### src/rtl/add_arbiter.sv
// Round-robin scheduler sharing one 32-bit adder between NREQ requesters.
// A single-entry result register carries sum, carry and owner ID behind a valid/ready handshake.
module add_arbiter #(
   parameter int NREQ = 4,
   parameter int IDW  = 2
) (
   input  logic               clk,
   input  logic               rst_n,
   input  logic [NREQ-1:0]    req_valid,
   output logic [NREQ-1:0]    req_ready,
   input  logic [32*NREQ-1:0] req_a,
   input  logic [32*NREQ-1:0] req_b,
   output logic               rsp_valid,
   input  logic               rsp_ready,
   output logic [31:0]        rsp_sum,
   output logic               rsp_carry,
   output logic [IDW-1:0]     rsp_id,
   output logic [15:0]        op_count
);
   localparam int IW = IDW + 1;

   typedef enum logic {EMPTY = 1'b0, FULL = 1'b1} res_state_t;

   res_state_t      state_r;
   logic [IDW-1:0]  ptr_r;
   logic [31:0]     sum_r;
   logic            carry_r;
   logic [IDW-1:0]  id_r;
   logic [15:0]     count_r;

   logic            found_s;
   logic [IDW-1:0]  win_s;
   logic [IW-1:0]   cand_s;
   logic [IW-1:0]   idx_s;
   logic            can_accept_s;
   logic            xfer_s;
   logic [IDW-1:0]  nxt_ptr_s;
   logic [31:0]     a_sel_s;
   logic [31:0]     b_sel_s;
   logic [32:0]     add_s;

   // The shared adder: unsigned 32-bit add with no carry-in, bit 32 is the carry-out.
   function automatic logic [32:0] add32(input logic [31:0] a, input logic [31:0] b);
      return {1'b0, a} + {1'b0, b};
   endfunction

   // Round-robin search starting at ptr_r; the index is reduced mod NREQ so it never leaves range.
   always_comb begin
      found_s = 1'b0;
      win_s   = '0;
      cand_s  = '0;
      idx_s   = '0;
      for (int k = 0; k < NREQ; k++) begin
         cand_s = {1'b0, ptr_r} + IW'(k);
         idx_s  = (cand_s >= IW'(NREQ)) ? (cand_s - IW'(NREQ)) : cand_s;
         if (!found_s && req_valid[idx_s[IDW-1:0]]) begin
            found_s = 1'b1;
            win_s   = idx_s[IDW-1:0];
         end else begin
            found_s = found_s;
         end
      end
   end

   assign can_accept_s = (state_r == EMPTY) || rsp_ready;
   assign xfer_s       = found_s && can_accept_s;
   assign nxt_ptr_s    = (win_s == IDW'(NREQ - 1)) ? '0 : (win_s + IDW'(1));
   assign a_sel_s      = req_a[{win_s, 5'b00000} +: 32];
   assign b_sel_s      = req_b[{win_s, 5'b00000} +: 32];
   assign add_s        = add32(a_sel_s, b_sel_s);

   // Grant is one-hot on the winner and forced low while reset is held.
   always_comb begin
      req_ready = '0;
      if (rst_n && xfer_s) begin
         req_ready[win_s] = 1'b1;
      end else begin
         req_ready = '0;
      end
   end

   // Result register, round-robin pointer and accept counter.
   always_ff @(posedge clk) begin
      if (!rst_n) begin
         state_r <= EMPTY;
         ptr_r   <= '0;
         sum_r   <= 32'h0000_0000;
         carry_r <= 1'b0;
         id_r    <= '0;
         count_r <= 16'h0000;
      end else if (xfer_s) begin
         state_r <= FULL;
         ptr_r   <= nxt_ptr_s;
         sum_r   <= add_s[31:0];
         carry_r <= add_s[32];
         id_r    <= win_s;
         count_r <= count_r + 16'd1;
      end else if ((state_r == FULL) && rsp_ready) begin
         state_r <= EMPTY;
      end else begin
         state_r <= state_r;
      end
   end

   assign rsp_valid = (state_r == FULL);
   assign rsp_sum   = sum_r;
   assign rsp_carry = carry_r;
   assign rsp_id    = id_r;
   assign op_count  = count_r;

endmodule
### config.mk
export PLATFORM = sky130hd
export DESIGN_NAME = add_arbiter
export DESIGN_NICKNAME = d
export VERILOG_FILES = /design/src/rtl/add_arbiter.sv
export SDC_FILE = /design/constraint.sdc
export NUM_CORES = 1
export LEC_CHECK = 0
export ABC_CLOCK_PERIOD_IN_PS = 5200
export CAP_MARGIN = 0
export CORE_MARGIN = 3
export CORE_UTILIZATION = 40
export DETAILED_ROUTE_END_ITERATION = 12
export GPL_TIMING_DRIVEN = 0
export PLACE_DENSITY = 0.89
export SYNTH_ARGS = -nofsm -noshare
export SYNTH_HDL_FRONTEND = slang
export SYNTH_SLANG_ARGS = --single-unit
### constraint.sdc
create_clock -name clk -period 5.2 [get_ports clk]
set_input_delay 0.78 -clock clk [delete_from_list [all_inputs] [get_ports clk]]
set_output_delay 0.78 -clock clk [all_outputs]
set_load 0.05 [all_outputs]
Word level (Yosys, flattened, before mapping)
Index checks and enable logic that the tools add are counted.

Register bits: 54. Output and inout bits: 56.

$add $sub $neg: 10. Order comparisons: 10. Equal/unequal tests: 1. Shift-type cells: 2. Multiplexer cells: 26. Bitwise gates (word level): 1. Reduce and logical (&&, ||, !) cells: 12.

Operators with widths (count): indexed part select 128 x 8 -> 32 bit (2); adder 32 x 32 -> 33 bit (1); 2-to-1 mux 2 bit (9); adder 16 x 1 -> 16 bit (second input constant) (1); < comparator 2 x 3 -> 1 bit (second input constant) (5); 2-to-1 mux 1 bit (11); greater-or-equal comparator 3 bit (second input constant) (3); binary-select mux 1 bit (select 2 bit) (4); subtractor 2 x 1 -> 2 bit (second input constant) (4); logical AND 1 bit (7); adder 2 x 2 -> 3 bit (second input constant) (2); 2-to-1 mux 4 bit (1); adder 2 x 1 -> 3 bit (second input constant) (1); greater-or-equal comparator 2 x 3 -> 1 bit (second input constant) (1); logical NOT 1 bit (3); adder 2 x 1 -> 2 bit (second input constant) (1); demux 1 bit (select 2 bit) (1); == test 2 bit (second input constant) (1); greater-or-equal comparator 2 x 1 -> 1 bit (second input constant) (1); nonzero test 2 bit (1); logical OR 1 bit (1); inverter 1 bit (1).

Logic depth before layout (Yosys ltp)
Depth in word-level cells: 19. Gate-level depth with buffers: 19. Depth with buffers taken out: 17.

Worst setup path before layout
No wires, ideal clock.

Path type: input-to-reg. Start: input req_valid[0]. End: register sum_r[26] (netlist: rsp_sum[26]). Data arrival time: 4.254 ns. Data required time: 5.083 ns. Path slack: 0.828 ns. Cell stages on the path: 15. Cell sequence: or4_1 and2_1 inv_1 clkbuf_1 clkbuf_1 a31oi_1 ha_1 fa_1 a21oi_1 o211ai_1 a211oi_2 or3_1 a21oi_1 or3_1 a32o_1.

Longest elaborated chain between the ends: 14. Elaborated cells between the ends (all ways): 26. Those cells by class: add/sub (1); shift (2); mux (16); reduce/logical (7).

Ends and longest elaborated chain: from (decl) (line 9) `input logic [NREQ-1:0] req_valid,`; binary-select mux 1 bit (select 2 bit) (line 56) `if (!found_s && req_valid[idx_s[IDW-1:0]]) begin`; 2-to-1 mux 1 bit (implied by the code) (line 56); 2-to-1 mux 1 bit (line 56); logical NOT 1 bit (line 56); logical AND 1 bit (line 56); 2-to-1 mux 1 bit (line 56); logical NOT 1 bit (line 56); logical AND 1 bit (line 56); 2-to-1 mux 1 bit (line 56); logical NOT 1 bit (line 56); logical AND 1 bit (line 56); 2-to-1 mux 2 bit (line 56); indexed part select 128 x 8 -> 32 bit, on equally long branches (line 68, 69); adder 32 x 32 -> 33 bit (line 44) `return {1'b0, a} + {1'b0, b};`; to (signal assigned) (line 94) `sum_r <= add_s[31:0];`; to (decl) (line 26) `logic [31:0] sum_r;`.

Several ways; a longest one is shown, not always the timed one. The select of a mux whose other input is x is not followed. A chain may end at the register's enable or synchronous reset.

Worst setup path after layout
Start: input req_valid[1]. End: register sum_r[26] (netlist: rsp_sum[26]).

The elaborated chain is that of the path after synthesis.

==> impl_metrics.toml <==
[critical_path]
start_kind = "primary input"
path_cells = "clkdlybuf4s50_1 -> inv_1 -> nand2_1 -> a21oi_1 -> o22ai_4 -> inv_1 -> clkbuf_2 -> clkbuf_1 -> nand2_1 -> a31oi_1 -> ha_1 -> a21o_1 -> a31oi_1 -> o21ai_0 -> a21boi_0 -> a21oi_1 -> or3_1 -> a32o_1"
crit_path_start = "req_valid[1]"
cp.buffers_inverters = 5
critPathCaptureType = "flip-flop"
crit_family = "compound AO/OA/AOI/OAI gates"
crit_slowest_cell = "clkdlybuf4s50_1"
path_class = "in -> reg"
regToRegStartpoint = "ptr_r[1]"
max_stage_delay_ns = 0.47
worstPathArrival_ns = 5.21
ff2ff_setup_slack_ns = 0.77
worstPathRequired_ns = 5.38
crit_fanout = 10

[sta]
fin_crit_sh_pct = 96.65
setup_viol = 0
slew_viol_final = 0
hold_viol_final = 0
tightest_slew_ns = 0.6716
worst_slack_ns = 0.1743
slew_headroom_pct = 55.06
fmax_mhz = 199.0
fin_hold_ws_ns = 0.4554
fin_crit_ns = 5.026
skew_ns = 0.005561

[pwr]
power_switching_uw = 2246
comb_power_share_pct = 77.9
vdd.ir_drop.worst_mv = 0.2215
clkPwrFrac_pct = 7.7
leakagePower_uw = 0.004066
power_switching_share_pct = 53.19
power.density_nw_per_um2 = 443.4
totalPowerFinal_uw = 4222
p_int_uw = 1976
sequentialPowerShare_pct = 14.4

[drt]
drt_iter0_drc = 777
drt-pass1-iter-count = 5
viasPerCell = 5.617
post-route-drc-count = 0
antenna_left = 0
wl_per_cell_microns = 18.31
wl_microns = 26520
num_vias = 8134

[floorplan]
pin_count = 319
fp.coreArea_sq_um = 14100
die_x_microns = 127.1
start_util_pct = 41.59
die_area_sq_um = 16150
num_rows = 43
dieHeight_microns = 127.1

[synthesis]
syn-cell-area_sq_um = 5863
yosysSeqAreaShare_pct = 18.44
yosysMostFrequentCell = "nand2_1"
synth.area.top_cells = "nand2_1 (21%), dfxtp_1 (18%), and3_1 (8.1%), ha_1 (7.9%), a31oi_1 (7.4%)"
syn_area_per_cell_sq_um = 6.244
ys_ff_latch = 54
synthTopCellsByCount = "nand2_1 (327), and3_1 (76), a31oi_1 (69)"
synth_cell_type_count = 51
ys_dominant_reg_cell = "dfxtp_1"
synth_top_area_cell = "nand2_1"
netlist_instances = 939
yosysTopAreaCellShare_pct = 20.93
yosys_warnings = 0
synthArstFlopShare_pct = 0
synthesis.nets = 1240
synth_edf_count = 0

[clock_tree]
worstSkewPairLatency_ns = 0.29
cts_tree = "done"
htreeDepth = 2
cts_sinks = 54
ctsHoldBuffers = 0
clk_pin_slew_ns = 0.07
root_buffer = "clkbuf_16"
cts_buffers = 5
clockBufferDepth = 2

[flow_run]
cap_viol_max_count = 0

[placed_design]
placed_cell_area_sq_um = 9271
place_congestion = 0.9360
preCtsSetupSlack_ns = -0.8199
port_buffers = 318
hpwl_microns = 21970
dp_cells = 1437

[cells_and_area]
drive_gt1_share_pct = 3.160
layoutNonFillerInstCount = 1448
layout.nets = 1566
syn_to_final_growth_pct = 62.40
fillers = 1248
finish.instance_area_sq_um = 9522

[grt]
grt_max_degree = 17
grt_pass1_wl_microns = 40050
grt_pass1_vias = 7623
grt_use_total_pct = 30.58
grt_antenna_before_repair = 2
grt-ovfl-total = 0

[worst_hold_path]
min_from = "rsp_sum[13]"
min_path_type = "reg -> reg"

[outcome]
status = "completed"
[power groups by stage]
stage | Combinational (uW) | Sequential, uW | Clock [uW]
global route | 3560 | 621 | 346
detailed placement | 3160 | 613 | 0
CTS | 3190 | 606 | 325
global placement | 3120 | 612 | 0
floorplan | 1760 | 988 | 0
finish | 3290 | 609 | 326
[cells by family (layout without fill, tap and decap cells)]
family / Yosys count / in the layout / share of synthesized area, %
AO/OA/AOI/OAI: 240 / 240 / 25.93
adder cells (fa/ha/maj): 38 / 38 / 8.237
flip-flops: 54 / 54 / 18.44
XOR/XNOR: 23 / 23 / 3.436
AND/OR/NAND/NOR: 510 / 510 / 39.20
buffers and inverters: 74 / 401 / 4.759
other: 0 / 2 / 0
[worst paths after layout]
| kind | end | cells after the start |
|---|---|---|
| max | rsp_sum[26] | 18 |
| max reg2reg | rsp_sum[26] | 17 |
| min | rsp_sum[13] | 2 |
| min reg2reg | rsp_sum[13] | 2 |
[flip-flops by register name, summed over array words and instances (netlist names)]
name	count
rsp_sum	32
op_count	16
ptr_r	2
rsp_id	2
rsp_carry	1
rsp_valid	1
[worst min-delay path, cell delays in order, from the launching register on]
cell,delay [ns]
dfxtp_1,0.31
nand2_1,0.05
a21oi_1,0.05
[per-stage QoR]
stage,util [%],setup TNS (ns)
global route,67.55,-0.02795
detailed placement,65.77,-11.91
global placement,65.77,-8.281
finish,67.55,0
floorplan,-,0
CTS,66.94,-0.06944
[cell usage in the layout (no fill, tap or decap), types with 6 or more instances in the layout]
master,count
nand2_1,327
clkdlybuf4s50_1,318
and3_1,76
a31oi_1,68
dfxtp_1,54
a21oi_1,51
clkbuf_1,45
o21ai_0,38
ha_1,37
nor2_1,27
a21o_1,22
xor2_1,17
nand3_1,14
and2_1,13
inv_1,12
nand4_1,12
or3_1,12
clkbuf_2,11
a21boi_0,9
nor3_1,9
o21a_1,7
xnor2_1,6
[area by class of cell]
| type | count | area [sq um] | share of cell area [%] |
|---|---|---|---|
| inverters | 13 | 52.55 | 0.5519 |
| clock buffers | 6 | 128.9 | 1.353 |
| plain buffers | 60 | 254.0 | 2.668 |
| well taps | 180 | 225.2 | 2.365 |
| multi-input cells | 811 | 4563 | 47.92 |
| repair buffers | 320 | 3198 | 33.59 |
| diodes | 2 | 5.005 | 0.05256 |
| clock inverters | 2 | 13.76 | 0.1445 |
| flip-flops and latches | 54 | 1081 | 11.35 |
[metal layers]
| layer | part of all wire (%) | vias up | global-route usage [%] |
|---|---|---|---|
| met3 | 7.1 | 51 | 4.222 |
| li1 | - | 3962 | - |
| met2 | 49 | 385 | 53.24 |
| met5 | 0 | - | 0 |
| met4 | 2.5 | 0 | 7.697 |
| met1 | 42 | 3736 | 39.91 |
[repair_timing]
item | 4_1_cts | 5_1_grt
setup buffers | 0 | 2
gates resized for setup | 12 | 30
setup endpoints to repair | 21 | 19
pin swaps | 0 | 2
(Power assumes the default switching activity.)
